$ cat config.mk
export PLATFORM = sky130hd
export DESIGN_NAME = jk_ff_bank
export DESIGN_NICKNAME = d
export VERILOG_FILES = /design/src/rtl/jk_pkg.sv /design/src/rtl/jk_ff_cell.sv /design/src/rtl/jk_ff_bank.sv
export SDC_FILE = /design/constraint.sdc
export NUM_CORES = 1
export LEC_CHECK = 0
export CAP_MARGIN = 10
export CORE_UTILIZATION = 37
export DETAILED_ROUTE_END_ITERATION = 8
export PLACE_DENSITY = 0.68
export SYNTH_ARGS = -nofsm -noshare
export SYNTH_HDL_FRONTEND = slang
export SYNTH_SLANG_ARGS = --single-unit
$ cat constraint.sdc
create_clock -name i_clk -period 2 [get_ports i_clk]
set_clock_uncertainty 0.05 [all_clocks]
set_input_delay 0.6 -clock i_clk [delete_from_list [all_inputs] [get_ports i_clk]]
set_output_delay 0.6 -clock i_clk [all_outputs]
set_load 0.05 [all_outputs]
$ cat src/rtl/jk_pkg.sv
// rtl/jk_pkg.sv - shared mode encodings for the JK flip-flop bank
package jk_pkg;

   // Per-bit function selected by the 2-bit mode input
   typedef enum logic [1:0] {
      MODE_JK = 2'b00,
      MODE_SR = 2'b01,
      MODE_T  = 2'b10,
      MODE_D  = 2'b11
   } mode_t;

endpackage

$ cat src/rtl/jk_ff_cell.sv
// rtl/jk_ff_cell.sv - one falling-edge JK/SR/T/D flip-flop bit with change and illegal flags
module jk_ff_cell
   import jk_pkg::*;
#(
   parameter logic RST_BIT = 1'b0
) (
   input  logic  i_clk,
   input  logic  i_rst,
   input  logic  i_en,
   input  mode_t i_mode,
   input  logic  i_a,
   input  logic  i_b,
   output logic  o_q,
   output logic  o_qbar,
   output logic  o_changed,
   output logic  o_illegal
);

   logic r_q;
   logic r_qbar;
   logic r_changed;
   logic w_next;

   // Next-state selection; every unlisted combination holds the current value
   always_comb begin
      w_next = r_q;
      case (i_mode)
         MODE_JK: begin
            case ({i_a, i_b})
               2'b01:   w_next = 1'b0;
               2'b10:   w_next = 1'b1;
               2'b11:   w_next = ~r_q;
               default: w_next = r_q;
            endcase
         end
         MODE_SR: begin
            case ({i_a, i_b})
               2'b01:   w_next = 1'b0;
               2'b10:   w_next = 1'b1;
               default: w_next = r_q;
            endcase
         end
         MODE_T:  w_next = i_a ? ~r_q : r_q;
         MODE_D:  w_next = i_a;
         default: w_next = r_q;
      endcase
   end

   // State, its complement and the change marker all register on the falling edge
   always_ff @(negedge i_clk or posedge i_rst) begin
      if (i_rst) begin
         r_q       <= RST_BIT;
         r_qbar    <= ~RST_BIT;
         r_changed <= 1'b0;
      end else if (i_en) begin
         r_q       <= w_next;
         r_qbar    <= ~w_next;
         r_changed <= w_next ^ r_q;
      end else begin
         r_changed <= 1'b0;
      end
   end

   // S=R=1 in SR mode is the only illegal request; it only counts when updates are enabled
   assign o_illegal = i_en && (i_mode == MODE_SR) && i_a && i_b;

   assign o_q       = r_q;
   assign o_qbar    = r_qbar;
   assign o_changed = r_changed;

endmodule

$ cat src/rtl/jk_ff_bank.sv
// rtl/jk_ff_bank.sv - WIDTH-bit bank of mode-selectable flip-flops with sticky SR error flag
module jk_ff_bank
   import jk_pkg::*;
#(
   parameter int               WIDTH   = 8,
   parameter logic [WIDTH-1:0] RST_VAL = '0
) (
   input  logic             i_clk,
   input  logic             i_rst,
   input  logic             i_en,
   input  logic [1:0]       i_mode,
   input  logic [WIDTH-1:0] i_a,
   input  logic [WIDTH-1:0] i_b,
   input  logic             i_clr_err,
   output logic [WIDTH-1:0] o_q,
   output logic [WIDTH-1:0] o_qbar,
   output logic [WIDTH-1:0] o_changed,
   output logic             o_sr_err
);

   mode_t            w_mode;
   logic [WIDTH-1:0] w_illegal;
   logic             w_any_illegal;
   logic             r_sr_err;

   assign w_mode = mode_t'(i_mode);

   for (genvar gi = 0; gi < WIDTH; gi++) begin : g_cell
      jk_ff_cell #(
         .RST_BIT (RST_VAL[gi])
      ) u_cell (
         .i_clk     (i_clk),
         .i_rst     (i_rst),
         .i_en      (i_en),
         .i_mode    (w_mode),
         .i_a       (i_a[gi]),
         .i_b       (i_b[gi]),
         .o_q       (o_q[gi]),
         .o_qbar    (o_qbar[gi]),
         .o_changed (o_changed[gi]),
         .o_illegal (w_illegal[gi])
      );
   end

   assign w_any_illegal = |w_illegal;

   // Sticky error: a new illegal request outranks a simultaneous clear
   always_ff @(negedge i_clk or posedge i_rst) begin
      if (i_rst) begin
         r_sr_err <= 1'b0;
      end else if (w_any_illegal) begin
         r_sr_err <= 1'b1;
      end else if (i_clr_err) begin
         r_sr_err <= 1'b0;
      end
   end

   assign o_sr_err = r_sr_err;

endmodule

Yosys cells after proc, flatten, opt, wreduce, memory -nomap -nowiden
Cells that the tools add are included.
{ "word_totals": {"ff_bits": 25, "input_bits": 22, "elab_cells": 138, "output_inout_bits": 25} }
{ "classes": {"mux": 42, "reduce_logical": 20, "bitwise": 24, "n_eq_ne": 27} }
{ "op_table": {"columns": ["operator", "n"], "rows": [
  ["$eq 2x2->1 const B", 18],
  ["$pmux 1 s4", 8],
  ["$pmux 1 s3", 8],
  ["$eq 2x1->1 const B", 9],
  ["$mux 1", 18],
  ["$logic_and 1x1->1", 17],
  ["$not 1->1", 16],
  ["$pmux 1 s2", 8],
  ["$reduce_or 8->1", 1],
  ["$xor 1x1->1", 8],
  ["$logic_not 2->1", 1],
  ["$reduce_bool 2->1", 1]
]} }

Depth between registers and ports, before layout
{ "depth": {"depth_word": 6, "ltp_mapped": 6, "depth_no_buf": 6} }

Hierarchy
From an unflattened synthesis, not the netlist that was laid out.
{ "hier_totals": {"cells_unflattened": 190, "hier_area_um2": 1690.4} }
{ "by_module_without_submodules": {"columns": ["mod", "area_each_um2", "cells_per_inst", "seq_area_each_um2", "instances"], "rows": [
  ["jk_ff_cell", 203.9, 23, 76.3, 8],
  ["jk_ff_bank", 58.8, 6, 25.0, 1]
]} }

==> impl_metrics.toml <==
[critical_path]
r2r-end = "g_cell[3].u_cell.o_changed$_DFF_NP0_"
cp.required_ps = 1350
end_kind = "output port"
startpoint = "g_cell[4].u_cell.o_qbar$_DFFE_NP1P_"
critPathBufInv = 1
path_cells = "buf_12"
r2r-start = "g_cell[3].u_cell.o_q$_DFFE_NP0P_"
crit_path_top_delay_cell = "dfstp_2"
startpoint_type = "flip-flop"
critPathMaxFanout = 2
crit_arrival_ps = 2050
crit_family = "flip-flops"
rrSetupSlack_ps = 180
crit_type = "reg2out"
cp_num_cells = 1
r2r_cells = 7
slowest_delay_ps = 560
endpoint = "o_qbar[4]"

[cells_and_area]
final_nets = 297
fin_cells = 318
fin_area_mm2 = 0.00329
mostFrequentLayoutCell = "buf_4"
area_growth_pct = 87.5
antenna_cells = 0
drive_above_1_share = 0.590
mostFrequentLayoutCells = "buf_4, buf_12, buf_6"

[routing]
drtPass1Iterations = 6
routed_via_density = 5.07
drt-total-wl_um = 4680
drc = 0
routedWlPerCell_um = 14.7
ant_nets = 0
via_count = 1612
drt_iter0_markers = 128

[power]
clkPwrFrac = 0.137
pwr-share-comb = 0.588
power_leakage_nw = 1.52
powerDensity_mw_per_mm2 = 823
ir_drop_mv = 0.354
switching_power_w = 0.00106
pwr-share-seq = 0.275
swShare = 0.392
p_int_w = 0.00165

[clock_network]
cts_root_buf = "clkbuf_8"
htreeDepth = 1
cts.sinks = 25
numCtsBuffers = 3
hold_buffers = 0
clockBufferDepth = 2
clk_latency_ps = 280
cts_tree = "built"
clkTransAtPathRegs_ps = 50

[yosys]
synthMuxAreaShare = 0.131
ys_ff_latch = 25
seq_area_frac_synth = 0.362
synth_warnings = 0
synthAdderAreaFrac = 0.0571
synth-simple-area-share = 0.143
synth.distinct_cells = 28
synth_area_mm2 = 0.00175
synth_nets = 211
netlist_instances = 181
synth_top_family_by_area = "buffers and inverters"
synth_compound_area_frac = 0.131
synth_xor_area_frac = 0.0300
syn_avg_cell_area_um2 = 9.69

[worst_hold_path]
hold_class = "reg2reg"

[timing]
tns_ps = -28260
fin_hold_ws_ps = 488
worst_pin_slew_ps = 417
slew_violations = 0
grt_setup_unrepaired = "true"
relSlewSlack = 0.722
finalHoldViolCount = 0
setup_ws_ps = -703
setup_violations = 50

[floorplanning]
die_y_um = 70.9
start_util = 0.395
die_w_um = 70.9
core_mm2 = 0.00444
num_rows = 24
die_area_mm2 = 0.00502
io_pins = 47

[run]
drv_cap = 0

[global_route]
grt_overflow = 0
grt_util_all_layers = 0.202
antenna_found_initial = 0
first_global_vias = 1683
grt_max_degree = 15
grt_pass1_wl_um = 8070

[placed_design]
gp_congestion = 0.785
port_buffers = 46
dp_slack_ps = -1500
dp.cells = 293
dp_hpwl_um = 3430
placed_cell_area_mm2 = 0.00288

[outcome]
violations = "setup timing"
status = "finished, violations left"
==> worst min-delay path by stage <==
stage / start / to / slack, ps / depth (start not counted)
after global routing: g_cell[5].u_cell.o_qbar$_DFFE_NP1P_ / g_cell[5].u_cell.o_qbar$_DFFE_NP1P_ / 500 / 2
final: g_cell[2].u_cell.o_qbar$_DFFE_NP1P_ / g_cell[2].u_cell.o_qbar$_DFFE_NP1P_ / 490 / 2
after detailed placement: g_cell[5].u_cell.o_qbar$_DFFE_NP1P_ / g_cell[5].u_cell.o_qbar$_DFFE_NP1P_ / 460 / 2
after floorplan: g_cell[2].u_cell.o_qbar$_DFFE_NP1P_ / g_cell[2].u_cell.o_qbar$_DFFE_NP1P_ / 430 / 2
after CTS: g_cell[5].u_cell.o_qbar$_DFFE_NP1P_ / g_cell[5].u_cell.o_qbar$_DFFE_NP1P_ / 480 / 2
after global placement: g_cell[5].u_cell.o_qbar$_DFFE_NP1P_ / g_cell[5].u_cell.o_qbar$_DFFE_NP1P_ / 450 / 2
==> Yosys cell counts, drive strengths merged <==
| master | instances | share of area |
|---|---|---|
| buf | 29 | 0.12 |
| dfrtn | 17 | 0.24 |
| mux2i | 14 | 0.080 |
| nand2 | 14 | 0.030 |
| nor2 | 13 | 0.028 |
| inv | 11 | 0.024 |
| nand2b | 10 | 0.036 |
| a21oi | 8 | 0.023 |
| dfstp | 8 | 0.12 |
| ha | 8 | 0.057 |
| mux2 | 8 | 0.051 |
| nor2b | 7 | 0.035 |
| o21ai | 7 | 0.020 |
| a222oi | 6 | 0.034 |
| xnor2 | 6 | 0.030 |
| a22oi | 4 | 0.017 |
| a211o | 2 | 0.010 |
| a32oi | 2 | 0.019 |
| and2b | 2 | 0.0086 |
| o211ai | 2 | 0.0086 |
| clkbuf | 1 | 0.0021 |
| nand3 | 1 | 0.0029 |
| nand4 | 1 | 0.0036 |
==> power by group through the flow <==
stage                     combinational [W]  sequential (W)   clock, W
after floorplan                    0.000906        0.000733  0.0000278
after global placement              0.00138        0.000749  0.0000278
after detailed placement            0.00141        0.000753  0.0000278
after CTS                           0.00155        0.000743   0.000359
after global routing                0.00167        0.000755   0.000401
final                               0.00159        0.000744   0.000370
==> metrics by stage <==
stage | util | total power (W)
global placement | 0.647 | 0.00216
floorplan | - | 0.00167
finish | 0.740 | 0.00271
CTS | 0.724 | 0.00265
global route | 0.740 | 0.00283
detailed placement | 0.647 | 0.00219
==> cell type report <==
class,instances,area [um2]
clock buffer,3,41.3
inverter,10,141
multi-input combinational,115,1070
clock inverter,9,33.8
fill,294,1150
sequential,25,636
tap,52,65.1
timing repair buffer,104,1300
==> logic make-up after synthesis <==
logic type | Yosys count
fa+ha+maj | 8
compound gates | 31
xor+xnor | 6
simple gates | 48
mux | 22
buf+inv | 41
flops | 25
==> sequential cells by signal, summed over array words and instances (netlist names) <==
name                     count
g_cell.u_cell.o_q            8
g_cell.u_cell.o_changed      8
o_sr_err                     1
g_cell.u_cell.o_qbar         8
==> layer usage <==
layer	wire (um)	vias to the layer above	global-route usage	share of wire
li1	-	770	-	-
met1	2000	782	0.270	0.43
met2	2380	49	0.344	0.51
met3	185	11	0.0185	0.040
met4	109	0	0.0667	0.023
met5	0	-	0	0
==> timing repair <==
action,4_1_cts,5_1_grt
cloned,1,0
gates resized for setup,149,9
endpoints found under the hold margin,0,0
pin swaps,20,18
setup endpoints to repair,50,50
buffers inserted,13,4
Power figures use the tool's default switching activity.
